==> src/rtl/count_interval_arbiter.sv <==
// Round-robin arbiter that shares one up-counter among NREQ requesters,
// timing a latched interval for the winner and pulsing its done flag.
module count_interval_arbiter #(
  parameter int NREQ  = 4,
  parameter int WIDTH = 8
) (
  input  logic                  iClock,
  input  logic                  iReset,
  input  logic [NREQ-1:0]       iReq,
  input  logic [NREQ*WIDTH-1:0] iLen,
  input  logic                  iAbort,
  output logic [NREQ-1:0]       oGrant,
  output logic [NREQ-1:0]       oDone,
  output logic                  oBusy,
  output logic                  oCntEn,
  output logic [WIDTH-1:0]      oCount
);

  // state | meaning
  // IDLE  | waiting for a request; grant issued on the edge a request is seen
  // LATCH | first grant cycle: length latched, counter held at 0
  // RUN   | counting len cycles, grant held
  // DONE  | one-cycle done pulse to the last winner, grant dropped
  typedef enum logic [1:0] {
    S_IDLE  = 2'd0,
    S_LATCH = 2'd1,
    S_RUN   = 2'd2,
    S_DONE  = 2'd3
  } state_t;

  localparam int PW = (NREQ > 1) ? $clog2(NREQ) : 1;

  state_t            state_q, state_d;
  logic [NREQ-1:0]   grant_q, grant_d;
  logic [PW-1:0]     ptr_q, ptr_d;
  logic [WIDTH-1:0]  len_q, len_d;
  logic [WIDTH-1:0]  count_q, count_d;

  logic [WIDTH-1:0]  len_arr [NREQ];
  logic [PW-1:0]     cand    [NREQ];
  logic              sel_valid;
  logic [PW-1:0]     sel_idx;
  logic [WIDTH-1:0]  sel_len;

  always_comb begin
    for (int k = 0; k < NREQ; k++) begin
      len_arr[k] = iLen[k*WIDTH +: WIDTH];
      cand[k]    = PW'((int'(ptr_q) + k + 1) % NREQ);
    end
  end

  // Scan starts one past the last winner so every requester gets a turn.
  always_comb begin
    sel_valid = 1'b0;
    sel_idx   = '0;
    sel_len   = '0;
    for (int k = 0; k < NREQ; k++) begin
      if (!sel_valid && iReq[cand[k]]) begin
        sel_valid = 1'b1;
        sel_idx   = cand[k];
        sel_len   = len_arr[cand[k]];
      end
    end
  end

  always_comb begin
    state_d = state_q;
    grant_d = grant_q;
    ptr_d   = ptr_q;
    len_d   = len_q;
    count_d = count_q;
    unique case (state_q)
      S_IDLE: begin
        if (!iAbort && sel_valid) begin
          state_d = S_LATCH;
          grant_d = NREQ'(1) << sel_idx;
          ptr_d   = sel_idx;
          len_d   = sel_len;
          count_d = '0;
        end
      end
      S_LATCH: begin
        if (iAbort) begin
          state_d = S_IDLE;
          grant_d = '0;
          count_d = '0;
        end else if (len_q == '0) begin
          state_d = S_DONE;
          grant_d = '0;
        end else begin
          state_d = S_RUN;
        end
      end
      S_RUN: begin
        if (iAbort) begin
          state_d = S_IDLE;
          grant_d = '0;
          count_d = '0;
        end else if (count_q == len_q - WIDTH'(1)) begin
          state_d = S_DONE;
          grant_d = '0;
          count_d = '0;
        end else begin
          count_d = count_q + WIDTH'(1);
        end
      end
      S_DONE: begin
        state_d = S_IDLE;
        grant_d = '0;
        count_d = '0;
      end
      default: begin
        state_d = S_IDLE;
        grant_d = '0;
        count_d = '0;
      end
    endcase
  end

  always_ff @(posedge iClock or negedge iReset) begin
    if (!iReset) begin
      state_q <= S_IDLE;
      grant_q <= '0;
      ptr_q   <= PW'(NREQ - 1);
      len_q   <= '0;
      count_q <= '0;
    end else begin
      state_q <= state_d;
      grant_q <= grant_d;
      ptr_q   <= ptr_d;
      len_q   <= len_d;
      count_q <= count_d;
    end
  end

  // An abort arriving during DONE suppresses the pulse in that same cycle.
  assign oDone  = (state_q == S_DONE && !iAbort) ? (NREQ'(1) << ptr_q) : '0;
  assign oGrant = grant_q;
  assign oBusy  = (state_q != S_IDLE);
  assign oCntEn = (state_q == S_RUN);
  assign oCount = count_q;

endmodule

==> config.mk <==
export PLATFORM = sky130hd
export DESIGN_NAME = count_interval_arbiter
export DESIGN_NICKNAME = d
export VERILOG_FILES = /design/src/rtl/count_interval_arbiter.sv
export SDC_FILE = /design/constraint.sdc
export NUM_CORES = 1
export LEC_CHECK = 0
export CAP_MARGIN = 10
export CORE_MARGIN = 10
export CORE_UTILIZATION = 57
export DETAILED_ROUTE_END_ITERATION = 10
export GPL_ROUTABILITY_DRIVEN = 0
export PLACE_DENSITY = 0.87
export SYNTH_ARGS = -nofsm -noshare
export SYNTH_HDL_FRONTEND = slang
export SYNTH_SLANG_ARGS = --single-unit
==> constraint.sdc <==
create_clock -name iClock -period 6.3 [get_ports iClock]
set_input_delay 1.26 -clock iClock [delete_from_list [all_inputs] [get_ports iClock]]
set_output_delay 1.26 -clock iClock [all_outputs]
set_load 0.1 [all_outputs]
After elaboration in Yosys (flattened, before gate mapping)
Index checks and enable logic that the tools add are counted.
- add/sub/neg operators: 8
- $lt $le $gt $ge: 8
- eq/ne operators: 8
- shift-type cells: 2
- mux-type cells: 50
- bitwise logic cells: 4
- reduce and logical (&&, ||, !) cells: 16
- operators with widths (kind ; count):
    two-way mux 8 bit ; 16
    binary-select mux 8 bit (select 2 bit) ; 4
    case mux 8 bit (4 select lines) ; 1
    two-way mux 4 bit ; 6
    two-way mux 2 bit ; 8
    case mux 4 bit (4 select lines) ; 1
    >= comparator 3 bit, second input constant ; 4
    less-than comparator 2 x 3 -> 1 bit, second input constant ; 4
    NOT 2 -> 3 bit ; 4
    two-way mux 1 bit ; 9
    adder 2 x 1 -> 2 bit, second input constant ; 4
    adder 8 x 1 -> 8 bit, second input constant ; 1
    binary-select mux 1 bit (select 2 bit) ; 4
    equality test 8 bit ; 1
    zero test 8 bit ; 1
    case mux 2 bit (4 select lines) ; 1
    left shift 1 x 2 -> 4 bit, first input constant ; 2
    subtractor 8 x 1 -> 8 bit, second input constant ; 1
    AND reduction 2 bit ; 3
    logical AND 1 bit ; 5
    adder 2 bit, second input constant ; 2
    equality test 2 bit, second input constant ; 2
    zero test 1 bit ; 4
    inequality test 2 bit, second input constant ; 2
    other kinds (6) ; 6
- flip-flop bits (word level): 24
- input port bits: 39
- output and inout bits: 18
- word-level logic and storage cells: 101

Logic depth before layout (Yosys ltp)
- word-level depth: 16
- mapped depth: 12
- gate-level depth less buffers: 8

Worst setup path after synthesis
Ideal clock, no wire load.
- kind: in2out
- start point: in iAbort
- end point: out oDone[0]
- arrival time: 2262 ps
- required time: 5040 ps
- setup slack: 2778 ps
- stages: 3
- path buffers: 0
- path through: inv_1 -> and3_1 -> and2_1
- word-level cells in the longest chain between the ends: 3
- ends and longest elaborated chain (element ; RTL line ; RTL):
    start: declaration ; 11 ; input logic iAbort,
    zero test 1 bit ; 137 ; assign oDone = (state_q == S_DONE && !iAbort) ? (NREQ'(1) << ptr_q) : '0;
    logical AND 1 bit ; 137 ;
    two-way mux 4 bit ; 137 ;
    end: declaration ; 13 ; output logic [NREQ-1:0] oDone,
No other way between the ends.

Worst setup path after layout
- start point: in iAbort
- end point: out oDone[2]
Same word-level chain as after synthesis.

==> summary.txt <==
Critical path
  • CP startpoint kind: input pin
  • R2r endpoint: ptr_q[1]$_DFFE_PN1P_
  • Data arrival, critical path: 3.36 ns
  • Cell breakdown of the critical path: clkdlybuf4s50_1 > inv_1 > and3_1 > and2_1 > clkdlybuf4s50_1
  • WS Path Type: input pin to output pin
  • Worst-path fanout max: 4
  • Worst R2R Path Depth: 10
  • Slowest cell delay on critical path: 1.13 ns
  • Required @ worst endpoint: 5.04 ns
  • Reg-to-reg setup timing slack: 2.45 ns
  • Most frequent CP cell: clkdlybuf4s50_1
  • Critical path's slowest cell: clkdlybuf4s50_1
  • Worst reg2reg startpoint: ptr_q[0]$_DFFE_PN1P_
  • CP endpoint kind: output pin

CTS
  • Hold Buf Count CTS: 0
  • Cts bufs inserted: 3
  • Clock transition at path regs: 0.09 ns
  • Post-CTS Setup Inserts: 0
  • Clock Path Buffers: 2
  • CTS sink cnt: 24
  • TritonCTS clock tree: built
  • CTS root buf: clkbuf_8
  • Worst-Skew Late Latency: 0.28 ns
  • Post-CTS Resized: 0
  • H-tree levels: 1

Routing
  • Final WL: 7.07 mm
  • Total number of vias: 2,626
  • Drt drc: 0
  • Via density: 6.36
  • First-pass iteration count of the detailed router: 4
  • First DRT Iteration DRCs: 177
  • Post-DR wirelength/cell: 17.1 µm
  • Number of routed nets with antenna violations: 0

Timing
  • Hold Vio Cnt, Final: 0
  • RSZ-0062 raised after global routing: false
  • Tmin final: 4.62 ns
  • Setup TNS: 0 ns
  • Fin. max-slew vios: 0
  • Crit share post-route: 0.733
  • Count of final setup violators: 0
  • Clock skew: 0.00721 ns
  • Slew headroom: 0.179
  • Actual slew at the worst max-slew pin: 1.23 ns
  • FMAX: 0.217 GHz
  • Final hold slack: 0.532 ns

Cells and area
  • Share of layout cells above drive strength 1: 0.168
  • Layout area overhead: 19.7%
  • Fin area: 0.00341 mm²
  • Antenna Diode Count: 0
  • Final nets: 393

Global routing
  • Total gr overflow: 0
  • Antenna violations before repair: 0
  • Largest net degree at the start of global routing: 51
  • Number of global-route vias before repair: 2,584
  • Global-route wire length before repair: 12.2 mm
  • GRT Util Overall: 0.169

Worst hold path
  • Hold endpoint: oGrant[3]$_DFFE_PN0P_
  • Hold crit path type: flop to flop
  • Hold depth: 2
  • Min-delay src: oGrant[3]$_DFFE_PN0P_

Die
  • Initial Utilization: 0.595
  • Num ports: 57
  • Die Wd: 90.7 µm
  • Die Y: 90.7 µm
  • Total Die Area: 0.00822 mm²
  • Row count: 25
  • Placeable Area: 0.00479 mm²

Yosys
  • Synth top area share: 0.193
  • Syn Nets: 353
  • Total number of yosys warnings: 0
  • Post-synth EDFFs: 0
  • Post-synthesis sequential area ratio: 0.212
  • Primary FF master, synth: dfrtp_1
  • Syn Inst Count: 307
  • Avg Cell Area, Syn: 9.28 µm²
  • Top cell types by occurrence after synthesis: 24 x inv_1, 22 x dfrtp_1, 19 x mux2i_1
  • Synth top area cells: dfrtp_1 19%, mux4_2 13%, mux2i_1 6.7%, a22oi_1 3.4%, inv_1 3.2%
  • Cell area after synthesis: 0.00285 mm²
  • Synth cell types: 58
  • FFs w/ async S/R, synth: 1.00
  • Cell taking the most area after synthesis: dfrtp_1
  • Count leader, synth: inv_1
  • #FFs+latches synth: 24

Placed design
  • Placed wire-length estimate: 5.35 mm
  • Placed cell areas: 0.00335 mm²
  • Port bufs: 56

Run status
  • Status: completed

Power and ir drop
  • Worst vdd ir: 0.283 mV
  • PD cells: 487 mW/mm²
  • Leakage: 1.29 nW

Flow run
  • MaxCap Viol Count: 0
[logic make-up after synthesis]
group	count (synthesis)	synth area share
compound gates	105	0.274
simple gates	73	0.152
mux	38	0.206
fa+ha+maj	7	0.0308
xor+xnor	12	0.0369
buf+inv	48	0.0883
flops	24	0.212
[layout by cell type, fill, tap and decap left out, drive strengths merged, types with 5 or more instances in the layout]
master and n:
clkdlybuf4s50 56, o21ai 25, inv 24, nand2 24, dfrtp 22, mux2i 20, a21oi 17, mux4 16
a22oi 16, nor2 10, a221oi 9, o211ai 8, o2bb2ai 8, xnor2 7, ha 7, o31ai 6
and2 5, nor3 5, xor2 5, or4 5
[area by class of cell]
class	count	area, µm²
Clock buffer	4	55.1
Fill cell	366	1380
Tap cell	67	83.8
Inverter	24	90.1
Timing Repair Buffer	59	583
Multi-Input combinational cell	235	1990
Sequential cell	24	603
[critical path, delay by kind of cell]
kind,cells,cell delay (ns)
and+or+nand+nor,2,0.35
buffers and inverters,3,1.73
[how the worst max path moves through the flow]
stage,cells after the start,to,slack (ns),from
5_1_grt,5,oDone[2],1.54,iAbort
6_report,5,oDone[2],1.68,iAbort
3_5_place_dp,5,oDone[2],1.67,iAbort
2_1_floorplan,3,oDone[0],2.78,iAbort
3_3_place_gp,5,oDone[0],1.70,iAbort
4_1_cts,5,oDone[2],1.67,iAbort
[where the power goes]
part           internal (mW)  switching [mW]
sequential             0.213          0.0813
clock                 0.0560          0.0508
combinational          0.508           0.751
[layer usage]
layer  track usage  vias to the layer above  part of all wire
li1              -                     1256                 -
met1         0.206                     1262              0.42
met2         0.273                      101              0.48
met3        0.0515                        7             0.084
met4        0.0570                        0             0.012
met5             0                        -                 0
[registers in the layout (all words and copies together) (netlist names)]
register and flops:
len_q 8, oGrant 4, state_q 2, ptr_q 2
oCount 8
[metrics by stage]
stage | setup slack [ns] | instances | util | total power [mW]
global route | 1.54 | 413 | 0.712 | 1.79
CTS | 1.67 | 413 | 0.712 | 1.66
global placement | 1.70 | 409 | 0.701 | 1.50
floorplan | 2.78 | 307 | - | 1.36
detailed placement | 1.67 | 409 | 0.701 | 1.55
finish | 1.68 | 413 | 0.712 | 1.66
No activity file was read; power rests on OpenSTA's default activity.
